==> src/rtl/echo_serializer_pkg.sv <==
// Shared types and helpers for the multi-echo serializer.
// Optional intensity filter is enabled with ECHO_PULSE_FILTER_EN.
package echo_pkg;

  typedef enum logic [1:0] {
    ST_IDLE = 2'd0,
    ST_EMIT = 2'd1,
    ST_GAP  = 2'd2
  } state_e;

  localparam int unsigned GAP_CNT_W = 8;

  // Slot-index width, never narrower than one bit.
  function automatic int unsigned idx_width(input int unsigned n);
    return (n <= 2) ? 1 : 32'($clog2(n));
  endfunction

  // NO_ECHO marker: all ones over the input distance width.
  function automatic logic [31:0] no_echo_dist(input int unsigned dist_w);
    return (dist_w >= 32) ? 32'hFFFF_FFFF : ((32'd1 << dist_w) - 32'd1);
  endfunction

endpackage

==> src/rtl/echo_serializer_if.sv <==
// Frame-in / echo-out handshake bundle for echo_serializer.
// min_pulse exists only when ECHO_PULSE_FILTER_EN is defined.
interface echo_serializer_if #(
  parameter int unsigned N_ECHO      = 5,
  parameter int unsigned DIST_W      = 16,
  parameter int unsigned PULSE_W     = 8,
  parameter int unsigned OUT_DIST_W  = 18,
  parameter int unsigned OUT_PULSE_W = 12,
  parameter int unsigned IDX_W       = echo_pkg::idx_width(N_ECHO)
) ();

  logic                       in_valid;
  logic                       in_ready;
  logic [N_ECHO*PULSE_W-1:0]  in_pulse;
  logic [N_ECHO*DIST_W-1:0]   in_dist;
`ifdef ECHO_PULSE_FILTER_EN
  logic [PULSE_W-1:0]         min_pulse;
`endif
  logic                       out_valid;
  logic                       out_ready;
  logic [OUT_DIST_W-1:0]      out_dist;
  logic [OUT_PULSE_W-1:0]     out_pulse;
  logic [IDX_W-1:0]           out_idx;
  logic                       out_last;
  logic                       overrun;

  // Environment side: offers frames, consumes echoes.
  modport master (
`ifdef ECHO_PULSE_FILTER_EN
    output min_pulse,
`endif
    output in_valid, in_pulse, in_dist, out_ready,
    input  in_ready, out_valid, out_dist, out_pulse, out_idx, out_last, overrun
  );

  // Serializer side.
  modport slave (
`ifdef ECHO_PULSE_FILTER_EN
    input  min_pulse,
`endif
    input  in_valid, in_pulse, in_dist, out_ready,
    output in_ready, out_valid, out_dist, out_pulse, out_idx, out_last, overrun
  );

endinterface

==> src/rtl/echo_serializer_pick.sv <==
// Find-first-set over the echo mask: lowest slot, any-set and
// exactly-one-set flags.
module echo_pick #(
  parameter int unsigned N_ECHO = 5,
  parameter int unsigned IDX_W  = 3
) (
  input  logic [N_ECHO-1:0] mask_i,
  output logic [IDX_W-1:0]  idx_c_o,
  output logic              found_c_o,
  output logic              only_one_c_o
);

  always_comb begin
    idx_c_o   = '0;
    found_c_o = 1'b0;
    // Scan downwards so the lowest set bit wins.
    for (int i = int'(N_ECHO) - 1; i >= 0; i--) begin
      if (mask_i[i]) begin
        idx_c_o   = IDX_W'(i);
        found_c_o = 1'b1;
      end
    end
    only_one_c_o = found_c_o && ((mask_i & (mask_i - N_ECHO'(1))) == '0);
  end

endmodule

==> src/rtl/echo_serializer.sv <==
// Multi-echo serializer: latches a frame of N_ECHO slots and emits the
// non-empty ones in slot order with a GAP-cycle spacing (ECHO_PULSE_FILTER_EN
// adds a minimum-pulse qualifier on each slot).
module echo_serializer
  import echo_pkg::*;
#(
  parameter int unsigned N_ECHO      = 5,
  parameter int unsigned DIST_W      = 16,
  parameter int unsigned PULSE_W     = 8,
  parameter int unsigned OUT_DIST_W  = 18,
  parameter int unsigned OUT_PULSE_W = 12,
  parameter int unsigned GAP         = 20
) (
  input  logic             clk,
  input  logic             rst,
  echo_serializer_if.slave bus
);

  localparam int unsigned IDX_W = idx_width(N_ECHO);
  localparam logic [OUT_DIST_W-1:0] NO_ECHO = OUT_DIST_W'(no_echo_dist(DIST_W));
  localparam logic [GAP_CNT_W-1:0]  GAP_RELOAD = GAP_CNT_W'(GAP - 1);

  state_e                     state_q, state_d;
  logic [N_ECHO-1:0]          mask_q, mask_d;
  logic [N_ECHO*PULSE_W-1:0]  pulse_q, pulse_d;
  logic [N_ECHO*DIST_W-1:0]   dist_q, dist_d;
  logic [GAP_CNT_W-1:0]       gap_q, gap_d;

  logic                       in_ready_q, in_ready_d;
  logic                       out_valid_q, out_valid_d;
  logic                       out_last_q, out_last_d;
  logic                       overrun_q, overrun_d;
  logic [OUT_DIST_W-1:0]      out_dist_q, out_dist_d;
  logic [OUT_PULSE_W-1:0]     out_pulse_q, out_pulse_d;
  logic [IDX_W-1:0]           out_idx_q, out_idx_d;

  logic                       accept;
  logic                       xfer;
  logic                       load_word;
  logic [N_ECHO-1:0]          new_mask;
  logic [N_ECHO-1:0]          clr_mask;
  logic [N_ECHO-1:0]          pick_src;
  logic [N_ECHO*PULSE_W-1:0]  src_pulse;
  logic [N_ECHO*DIST_W-1:0]   src_dist;
  logic [IDX_W-1:0]           pick_idx;
  logic                       pick_found;
  logic                       pick_one;
  logic [PULSE_W-1:0]         sel_pulse;
  logic [DIST_W-1:0]          sel_dist;

  assign accept = in_ready_q && bus.in_valid;
  assign xfer   = out_valid_q && bus.out_ready;

  // Slot occupancy of the frame currently on the input bus.
  always_comb begin
    new_mask = '0;
    for (int k = 0; k < int'(N_ECHO); k++) begin
      new_mask[k] = (bus.in_dist[k*DIST_W +: DIST_W] != '0)
`ifdef ECHO_PULSE_FILTER_EN
                    && (bus.in_pulse[k*PULSE_W +: PULSE_W] >= bus.min_pulse)
`endif
                    ;
    end
  end

  // While idle the picker looks at the incoming frame, otherwise at the
  // stored mask with the word just presented already removed.
  assign clr_mask  = mask_q & ~(N_ECHO'(1) << out_idx_q);
  assign pick_src  = (state_q == ST_IDLE) ? new_mask     : clr_mask;
  assign src_pulse = (state_q == ST_IDLE) ? bus.in_pulse : pulse_q;
  assign src_dist  = (state_q == ST_IDLE) ? bus.in_dist  : dist_q;
  assign sel_pulse = src_pulse[pick_idx*PULSE_W +: PULSE_W];
  assign sel_dist  = src_dist[pick_idx*DIST_W +: DIST_W];

  echo_pick #(
    .N_ECHO (N_ECHO),
    .IDX_W  (IDX_W)
  ) u_pick (
    .mask_i       (pick_src),
    .idx_c_o      (pick_idx),
    .found_c_o    (pick_found),
    .only_one_c_o (pick_one)
  );

  // State and output registers.
  always_ff @(posedge clk or posedge rst) begin
    if (rst) begin
      state_q     <= ST_IDLE;
      mask_q      <= '0;
      pulse_q     <= '0;
      dist_q      <= '0;
      gap_q       <= '0;
      in_ready_q  <= 1'b1;
      out_valid_q <= 1'b0;
      out_last_q  <= 1'b0;
      overrun_q   <= 1'b0;
      out_dist_q  <= '0;
      out_pulse_q <= '0;
      out_idx_q   <= '0;
    end else begin
      state_q     <= state_d;
      mask_q      <= mask_d;
      pulse_q     <= pulse_d;
      dist_q      <= dist_d;
      gap_q       <= gap_d;
      in_ready_q  <= in_ready_d;
      out_valid_q <= out_valid_d;
      out_last_q  <= out_last_d;
      overrun_q   <= overrun_d;
      out_dist_q  <= out_dist_d;
      out_pulse_q <= out_pulse_d;
      out_idx_q   <= out_idx_d;
    end
  end

  // Next-state: frame capture, mask retirement and gap counting.
  always_comb begin
    state_d   = state_q;
    mask_d    = mask_q;
    pulse_d   = pulse_q;
    dist_d    = dist_q;
    gap_d     = gap_q;
    load_word = 1'b0;
    unique case (state_q)
      ST_IDLE: begin
        if (accept) begin
          pulse_d   = bus.in_pulse;
          dist_d    = bus.in_dist;
          mask_d    = new_mask;
          state_d   = ST_EMIT;
          load_word = 1'b1;
        end
      end
      ST_EMIT: begin
        if (xfer) begin
          mask_d = clr_mask;
          if (out_last_q) begin
            mask_d  = '0;
            state_d = ST_IDLE;
          end else if (GAP == 0) begin
            load_word = 1'b1;
          end else begin
            state_d = ST_GAP;
            gap_d   = GAP_RELOAD;
          end
        end
      end
      ST_GAP: begin
        if (gap_q == '0) begin
          state_d   = ST_EMIT;
          load_word = 1'b1;
        end else begin
          gap_d = gap_q - GAP_CNT_W'(1);
        end
      end
      default: begin
        state_d = ST_IDLE;
        mask_d  = '0;
      end
    endcase
  end

  // Output next-values: words only change on load, so a stalled word holds.
  always_comb begin
    in_ready_d  = (state_d == ST_IDLE);
    overrun_d   = bus.in_valid && !in_ready_q;
    out_valid_d = out_valid_q;
    out_last_d  = out_last_q;
    out_dist_d  = out_dist_q;
    out_pulse_d = out_pulse_q;
    out_idx_d   = out_idx_q;
    if (load_word) begin
      out_valid_d = 1'b1;
      if (pick_found) begin
        out_dist_d  = OUT_DIST_W'(sel_dist);
        out_pulse_d = OUT_PULSE_W'(sel_pulse);
        out_idx_d   = pick_idx;
        out_last_d  = pick_one;
      end else begin
        out_dist_d  = NO_ECHO;
        out_pulse_d = '0;
        out_idx_d   = '0;
        out_last_d  = 1'b1;
      end
    end else if (xfer) begin
      out_valid_d = 1'b0;
    end
  end

  assign bus.in_ready  = in_ready_q;
  assign bus.out_valid = out_valid_q;
  assign bus.out_last  = out_last_q;
  assign bus.overrun   = overrun_q;
  assign bus.out_dist  = out_dist_q;
  assign bus.out_pulse = out_pulse_q;
  assign bus.out_idx   = out_idx_q;

endmodule
==> src/flat_wrapper.sv <==
// flat-port wrapper written by rule: the top's interface ports become plain ports
module echo_serializer_flat import echo_pkg::*;
#(
  parameter int unsigned N_ECHO      = 5,
  parameter int unsigned DIST_W      = 16,
  parameter int unsigned PULSE_W     = 8,
  parameter int unsigned OUT_DIST_W  = 18,
  parameter int unsigned OUT_PULSE_W = 12,
  parameter int unsigned GAP         = 20
)
  (clk, rst, bus_in_valid, bus_in_pulse, bus_in_dist, bus_out_ready, bus_in_ready, bus_out_valid, bus_out_dist, bus_out_pulse, bus_out_idx, bus_out_last, bus_overrun);
  echo_serializer_if #(.N_ECHO(N_ECHO), .DIST_W(DIST_W), .PULSE_W(PULSE_W), .OUT_DIST_W(OUT_DIST_W), .OUT_PULSE_W(OUT_PULSE_W)) bus_i ();
  input  logic clk;
  input  logic rst;
  input wire logic [$bits(bus_i.in_valid)-1:0] bus_in_valid;
  input wire logic [$bits(bus_i.in_pulse)-1:0] bus_in_pulse;
  input wire logic [$bits(bus_i.in_dist)-1:0] bus_in_dist;
  input wire logic [$bits(bus_i.out_ready)-1:0] bus_out_ready;
  output wire logic [$bits(bus_i.in_ready)-1:0] bus_in_ready;
  output wire logic [$bits(bus_i.out_valid)-1:0] bus_out_valid;
  output wire logic [$bits(bus_i.out_dist)-1:0] bus_out_dist;
  output wire logic [$bits(bus_i.out_pulse)-1:0] bus_out_pulse;
  output wire logic [$bits(bus_i.out_idx)-1:0] bus_out_idx;
  output wire logic [$bits(bus_i.out_last)-1:0] bus_out_last;
  output wire logic [$bits(bus_i.overrun)-1:0] bus_overrun;
  assign bus_i.in_valid = bus_in_valid;
  assign bus_i.in_pulse = bus_in_pulse;
  assign bus_i.in_dist = bus_in_dist;
  assign bus_i.out_ready = bus_out_ready;
  assign bus_in_ready = bus_i.in_ready;
  assign bus_out_valid = bus_i.out_valid;
  assign bus_out_dist = bus_i.out_dist;
  assign bus_out_pulse = bus_i.out_pulse;
  assign bus_out_idx = bus_i.out_idx;
  assign bus_out_last = bus_i.out_last;
  assign bus_overrun = bus_i.overrun;
  echo_serializer #(.N_ECHO(N_ECHO), .DIST_W(DIST_W), .PULSE_W(PULSE_W), .OUT_DIST_W(OUT_DIST_W), .OUT_PULSE_W(OUT_PULSE_W), .GAP(GAP)) u_core (.clk(clk), .rst(rst), .bus(bus_i));
endmodule
==> config.mk <==
export PLATFORM = sky130hd
export DESIGN_NAME = echo_serializer_flat
export DESIGN_NICKNAME = d
export VERILOG_FILES = /design/src/rtl/echo_serializer_pkg.sv /design/src/rtl/echo_serializer_if.sv /design/src/rtl/echo_serializer_pick.sv /design/src/rtl/echo_serializer.sv /design/src/flat_wrapper.sv
export SDC_FILE = /design/constraint.sdc
export NUM_CORES = 1
export LEC_CHECK = 0
export BUFFER_PORTS_ARGS = -buffer_cell sky130_fd_sc_hd__buf_2
export CAP_MARGIN = 0
export CORE_MARGIN = 8
export CORE_UTILIZATION = 51
export CTS_BUF_LIST = sky130_fd_sc_hd__clkbuf_8
export DETAILED_ROUTE_END_ITERATION = 6
export PLACE_DENSITY = 0.74
export SYNTH_ARGS = -nofsm -noshare
export SYNTH_HDL_FRONTEND = slang
export SYNTH_SLANG_ARGS = --single-unit
export TNS_END_PERCENT = 5
==> constraint.sdc <==
create_clock -name clk -period 12.3 [get_ports clk]
set_input_delay 0 -clock clk [delete_from_list [all_inputs] [get_ports clk]]
set_output_delay 0 -clock clk [all_outputs]
set_load 0.05 [all_outputs]
# After elaboration in Yosys (flattened, before gate mapping)
# Index checks and enable logic that the tools add are counted.
word_totals:
  reg_bits: 172
  input_bits: 124
  output_inout_bits: 37
  elab_cells: 81
classes:
  addsub: 2
  eq_ne: 6
  shift: 3
  mux: 35
  bitwise_logic: 4
  reduce_logical: 19
ops:
  columns: ["cell", "n"]
  rows:
  - ["$mux W80", 1]
  - ["$reduce_bool A16 Y1", 5]
  - ["$shiftx A80 B8 Y16", 1]
  - ["$mux W40", 1]
  - ["$shiftx A40 B7 Y8", 1]
  - ["$mux W8", 4]
  - ["$mux W5", 4]
  - ["$mux W3", 6]
  - ["$mux W16", 1]
  - ["$pmux W8 S2", 1]
  - ["$pmux W5 S3", 1]
  - ["$and A5 B5 Y5", 2]
  - ["$mux W1", 10]
  - ["$logic_not A8 Y1", 1]
  - ["$mux W2", 4]
  - ["$sub A8 B1 Y8 const B", 1]
  - ["$pmux W2 S3", 1]
  - ["$logic_not A5 Y1", 1]
  - ["$not A5 Y5", 1]
  - ["$shl A1 B3 Y5 const A", 1]
  - ["$sub A5 B1 Y5 const B", 1]
  - ["$logic_and A1 B1 Y1", 4]
  - ["$logic_not A2 Y1", 2]
  - ["$ne A2 B1 Y1 const B", 2]
  - ["other kinds (10)", 12]

# Longest topological paths before layout
logic_depth:
  word_depth: 11
  depth_mapped: 12
  depth_no_buf: 8

# Hierarchy
# A second synthesis with hierarchy kept.
hier_totals:
  cells_unflattened: 853
  hier_area_um2: 9292.7
modules_own_cells:
  columns: ["module", "n_inst", "cells_each", "area_per_inst_um2", "seq_area_each_um2"]
  rows:
  - ["echo_serializer", 1, 838, 9201.3, 4155.2]
  - ["echo_pick", 1, 15, 91.3, 0.0]

# Worst setup path before layout
# OpenSTA, ideal clock, no wires.
synth_path:
  kind: "register to register"
  start: "register u_core.out_idx_q[0], in the netlist u_core.bus.out_idx[0]"
  end: "register u_core.out_dist_q[8], in the netlist u_core.bus.out_dist[8]"
  setup_time_ns: 0.122
  arrival_ns: 2.622
  required_time_ns: 12.178
  slack_ns: 9.556
  path_stages_with_launch: 9
  path_buffers: 1
  period_less_slack_ns: 2.744
  path_cell_list: "dfrtp_1 > or3b_2 > nand3_1 > and4_1 > buf_2 > nand2_2 > mux4_2 > nand2b_1 > a32o_1"
synth_between:
  elab_chain_len: 11
  word_cells_on_any_way: 16
  cone_classes: "shift: 2; mux: 12; bitwise: 2"
synth_lines:
  columns: ["item", "line", "rtl"]
  rows:
  - ["from (decl)", "echo_serializer.sv:35", "logic [IDX_W-1:0] out_idx_q, out_idx_d;"]
  - ["from (signal assigned)", "echo_serializer.sv:112", "out_idx_q <= out_idx_d;"]
  - ["$shl A1 B3 Y5 *", "echo_serializer.sv:68", "assign clr_mask = mask_q & ~(N_ECHO'(1) << out_idx_q);"]
  - ["$not A5 Y5 *", "echo_serializer.sv:68", null]
  - ["$and A5 B5 Y5 *", "echo_serializer.sv:68", null]
  - ["$mux W5 *", "echo_serializer.sv:69", "assign pick_src = (state_q == ST_IDLE) ? new_mask : clr_mask;"]
  - ["$mux W3 (5 in a row)", "echo_serializer_pick.sv:18", "if (mask_i[i]) begin"]
  - ["$shiftx A80 B8 Y16", "echo_serializer.sv:73", "assign sel_dist = src_dist[pick_idx*DIST_W +: DIST_W];"]
  - ["$mux W16 *", "echo_serializer.sv:174", "if (pick_found) begin"]
  - ["to (signal assigned)", "echo_serializer.sv:110", "out_dist_q <= out_dist_d;"]
  - ["to (decl)", "echo_serializer.sv:33", "logic [OUT_DIST_W-1:0] out_dist_q, out_dist_d;"]
# Every way passes the cells marked *; elsewhere a longest branch is shown, timed or not.
# A chain may end at the register's enable or synchronous reset.

# Final worst setup path
layout_path:
  start: "register u_core.state_q[0]"
  end: "register u_core.out_pulse_q[7], in the netlist u_core.bus.out_pulse[7]"
layout_between:
  elab_chain_len: 9
  word_cells_on_any_way: 17
  cone_classes: "eq/ne: 1; shift: 1; mux: 14; reduce/logical: 1"
layout_lines:
  columns: ["item", "line", "rtl"]
  rows:
  - ["from (decl)", "echo_serializer.sv:23", "state_e state_q, state_d;"]
  - ["from (signal assigned)", "echo_serializer.sv:101", "state_q <= state_d;"]
  - ["$logic_not A2 Y1", "echo_serializer.sv:69, echo_serializer.sv:70, echo_serializer.sv:124", null]
  - ["$mux W5", "echo_serializer.sv:69", null]
  - ["$mux W3 (5 in a row)", "echo_serializer_pick.sv:18", null]
  - ["$shiftx A40 B7 Y8", "echo_serializer.sv:72", "assign sel_pulse = src_pulse[pick_idx*PULSE_W +: PULSE_W];"]
  - ["$mux W8", "echo_serializer.sv:174", null]
  - ["to (signal assigned)", "echo_serializer.sv:111", "out_pulse_q <= out_pulse_d;"]
  - ["to (decl)", "echo_serializer.sv:34", "logic [OUT_PULSE_W-1:0] out_pulse_q, out_pulse_d;"]
# Several ways; a longest one is shown, not always the timed one.

==> run summary <==
TIMING
---------------------------------------------------------------------------------
Min Clock Period, post-route                                              3990 ps
Max-Slew Margin vs Limit                                                    0.266
Smallest setup slack after layout                                         8310 ps
Max Clk Rate                                                            0.251 GHz
Final setup vio count                                                           0
Final-report max-slew violation count                                           0
Period utilization                                                          0.324
Number of hold violations in the final report                                   0
Transition at the pin with the smallest max-transition slack              1100 ps
Setup skew after layout                                                   16.2 ps
RSZ-0062 raised after global routing                                        false
Final total negative setup slack                                             0 ps

FLOORPLANNING
---------------------------------------------------------------------------------
Die X-Extent                                                               148 µm
Starting utilization of the core area                                       0.517
I/O pin count                                                                 161
Placeable Area                                                         17,100 µm²
Die area                                                               21,800 µm²
Number of placement rows                                                       48
Die Ht                                                                     148 µm

CRITICAL PATH
---------------------------------------------------------------------------------
Sort of element at the start of the critical path                            flop
Kind of capture point of the worst setup path                                flop
Arrival time of data at the critical path endpoint                        4350 ps
Maximum net fanout on the critical path                                        82
Req. time, crit path                                                    12,660 ps
Type of the worst setup path                                           reg -> reg

CLOCKING
---------------------------------------------------------------------------------
Hold Buf Count CTS                                                            123
Root Buffer                                                          sky130_fd_sc_hd__clkbuf_8
Total clock buffers created by CTS                                             17
Clock latency of the later-clocked register in the worst-skew pair         480 ps
Setup bufs post-CTS                                                             0
H-Tree Depth                                                                    4
TritonCTS clock tree                                                         done
Clock Sink Count                                                              166
Clock transition at path regs                                               90 ps
Post-CTS Resized                                                                0
Maximum root-to-sink buffer count                                               2

FINISH
---------------------------------------------------------------------------------
Post-route non-filler standard cell count                                   1,357
Fraction of layout instances using a drive strength above 1                 0.312
Design Area, Final                                                     11,300 µm²
Area taken by flip-flops and latches                                     4160 µm²
P&R area growth vs syn                                                      28.2%
Fin nets                                                                    1,241
Area of the multi-input gates                                            4430 µm²
Layout fillers                                                              1,323

YOSYS
---------------------------------------------------------------------------------
Unique cell type count in the Yosys netlist                                    71
Async set-or-reset flop fraction in the synthesized netlist                  1.00
Synth warn                                                                      0
Prevailing post-synth register cell                                  sky130_fd_sc_hd__dfrtp_1
Number of instances in the synthesized netlist                                865
Register area share after synthesis                                         0.470
Number of enable-type register cells in the synthesized netlist                 0
Seq cells post-synth                                                          166
Average footprint of a synthesized cell                                  10.2 µm²
Area of the mapped netlist                                               8840 µm²

PLACED DESIGN
---------------------------------------------------------------------------------
Total placed cells including tap cells                                      1,199
Placement Setup Slack                                                     8450 ps
GP Congestion                                                               0.963
Area post-placement                                                      9730 µm²
HPWL reported at the end of detailed placement                          19,600 µm
Number of I/O port buffers                                                    154

GLOBAL ROUTE
---------------------------------------------------------------------------------
All-layer global routing usage                                              0.271
Maximum number of pins on one net before global-route repair                   85
Number of antenna violations at the first check in global routing               4
Via count of the first global-routing pass                                  8,322
Wire length of the first global-routing pass                            46,300 µm
Total global routing overflow                                                   0

DETAILED ROUTING
---------------------------------------------------------------------------------
Iteration-0 DRC count of the detailed router                                1,059
DRC Markers                                                                     0
ANT nets after route                                                            0
Mean number of vias per cell                                                 6.17
Overall routed net length                                               29,900 µm
Wire length per cell after detailed routing                               22.0 µm
Routed vias                                                                 8,371
DR pass1 iterations                                                             7

FLOW RUN
---------------------------------------------------------------------------------
Max Cap Violations                                                              0

WORST HOLD PATH
---------------------------------------------------------------------------------
Min-delay worst type                                                  in -> async

POWER AND IR DROP
---------------------------------------------------------------------------------
Worst vdd rail ir drop                                                    70.5 µV
Leakage power of the design                                            0.00515 µW
Power per standard cell area                                          88.5 nW/µm²

STATUS
---------------------------------------------------------------------------------
Run status                                                           complete, no violations

placed cells by master, fill, tap and decap left out, types with 4 or more instances in the layout:
cell,n
sky130_fd_sc_hd__nor2_1,39
sky130_fd_sc_hd__o211ai_1,14
sky130_fd_sc_hd__buf_2,154
sky130_fd_sc_hd__and3_1,7
sky130_fd_sc_hd__and2_1,11
sky130_fd_sc_hd__dlygate4sd3_1,123
sky130_fd_sc_hd__dfrtp_1,165
sky130_fd_sc_hd__o31ai_1,6
sky130_fd_sc_hd__a21oi_1,23
sky130_fd_sc_hd__o22ai_1,13
sky130_fd_sc_hd__buf_4,9
sky130_fd_sc_hd__mux2i_1,8
sky130_fd_sc_hd__or4_1,5
sky130_fd_sc_hd__conb_1,6
sky130_fd_sc_hd__a31o_2,6
sky130_fd_sc_hd__nor3_1,13
sky130_fd_sc_hd__o21ai_0,27
sky130_fd_sc_hd__nand4_1,4
sky130_fd_sc_hd__inv_6,5
sky130_fd_sc_hd__nand3_1,40
sky130_fd_sc_hd__a221o_1,6
sky130_fd_sc_hd__clkbuf_8,20
sky130_fd_sc_hd__nand2b_1,7
sky130_fd_sc_hd__a311oi_1,9
sky130_fd_sc_hd__o221ai_1,11
sky130_fd_sc_hd__a211oi_1,14
sky130_fd_sc_hd__clkinvlp_4,4
sky130_fd_sc_hd__mux2_2,129
sky130_fd_sc_hd__a21o_1,6
sky130_fd_sc_hd__nand2_1,148
sky130_fd_sc_hd__a31oi_1,13
sky130_fd_sc_hd__nor4_1,17
power breakdown:
group	internal, µW	switching [µW]
Combinational	42.5	43.5
Sequential	545	0.0277
Clock	158	214
Total	746	258
critical path, stage by stage, from the launching register on:
cell and delay [ps]:
sky130_fd_sc_hd__dfrtp_1 490, sky130_fd_sc_hd__or2_2 160, sky130_fd_sc_hd__buf_4 650, sky130_fd_sc_hd__nand3_1 340
sky130_fd_sc_hd__a211o_1 610, sky130_fd_sc_hd__a21oi_4 220, sky130_fd_sc_hd__buf_4 420, sky130_fd_sc_hd__mux2_1 380
sky130_fd_sc_hd__o221a_1 240, sky130_fd_sc_hd__a32o_1 250
sequential cells by signal (all words and copies together), names as in the netlist:
signal and flops:
u_core.dist_q 80, u_core.pulse_q 40, u_core.bus.out_dist 16, u_core.bus.out_pulse 8, u_core.gap_q 8, u_core.mask_q 5
u_core.bus.out_idx 3, u_core.state_q 2, u_core.bus.in_ready 1, u_core.bus.out_last 1, u_core.bus.out_valid 1, u_core.bus.overrun 1
routing by layer:
layer	global-route usage	vias up	wire length (µm)
met5	0	-	13
met4	0.118	2	1180
met3	0.0755	96	2900
met2	0.426	490	14200
met1	0.343	4088	11700
li1	-	3695	-
layout make-up:
| cell class | instances | area share |
|---|---|---|
| clock buffers | 20 | 0.0243 |
| inverters | 4 | 0.00177 |
| clock inverters | 12 | 0.00817 |
| diodes | 3 | 0.000662 |
| repair buffers | 286 | 0.183 |
| multi-input cells | 641 | 0.391 |
| well taps | 225 | 0.0248 |
| flip-flops and latches | 166 | 0.367 |
stage by stage:
| step | power (µW) | utilization | hold slack, ps |
|---|---|---|---|
| 2_1_floorplan | 574 | - | 108 |
| 3_3_place_gp | 609 | 0.568 | 205 |
| 3_5_place_dp | 609 | 0.568 | 207 |
| 4_1_cts | 1010 | 0.662 | 246 |
| 5_1_grt | 1040 | 0.662 | 300 |
| 6_report | 1000 | 0.662 | 219 |
cell usage after synthesis (all sizes together) (2+ instances only):
master  count  area, µm²
dfrtp     165       4130
nand2     149        562
mux2      131       1480
nor2       41        161
nand3      40        200
clkbuf     39        146
o21ai      28        140
a21oi      26        145
buf        20        131
nor4       17        106
nor3       15       85.1
a211oi     14        105
o211ai     14        105
a31oi      13       81.3
o22ai      13       81.3
and2       11       68.8
o221ai     11       96.3
a311oi      9       78.8
and3        8       50.1
mux2i       8       80.1
nand2b      7       43.8
o31ai       7       57.6
a21o        6       45.0
a221o       6       60.1
a31o        6       52.6
or4         5       37.5
inv         4       15.0
nand4       4       25.0
a221oi      3       26.3
a32o        3       30.0
a41o        3       30.0
and4        3       26.3
xnor2       3       26.3
a211o       2       17.5
mux4        2       45.0
nor2b       2       12.5
nor4b       2       23.8
o221a       2       22.5
or2         2       12.5
or3         2       12.5
or3b        2       17.5
logic make-up after synthesis:
kind of cell,synth area share
compound gates,0.142
xor+xnor,0.00396
fa+ha+maj,0.00255
buf+inv,0.0331
flops,0.470
mux,0.181
other cells,0.000424
simple gates,0.167
final timing paths:
path                                                  endpoint  cells after the start  slack, ps                        start
setup / recovery           u_core.bus.out_pulse[7]$_DFFE_PP0P_                      9       8310  u_core.state_q[0]$_DFF_PP0_
max in group asynchronous        u_core.dist_q[55]$_DFFE_PP0P_                      4      10500                          rst
setup reg to reg           u_core.bus.out_pulse[7]$_DFFE_PP0P_                      9       8310  u_core.state_q[0]$_DFF_PP0_
min in group clk              u_core.bus.out_valid$_DFFE_PP0P_                      3        270                bus_out_ready
hold / removal                  u_core.pulse_q[25]$_DFFE_PP0P_                      3        220                          rst
hold reg to reg                    u_core.gap_q[0]$_DFFE_PP0P_                      1        490  u_core.gap_q[0]$_DFFE_PP0P_
(Power assumes the default switching activity.)
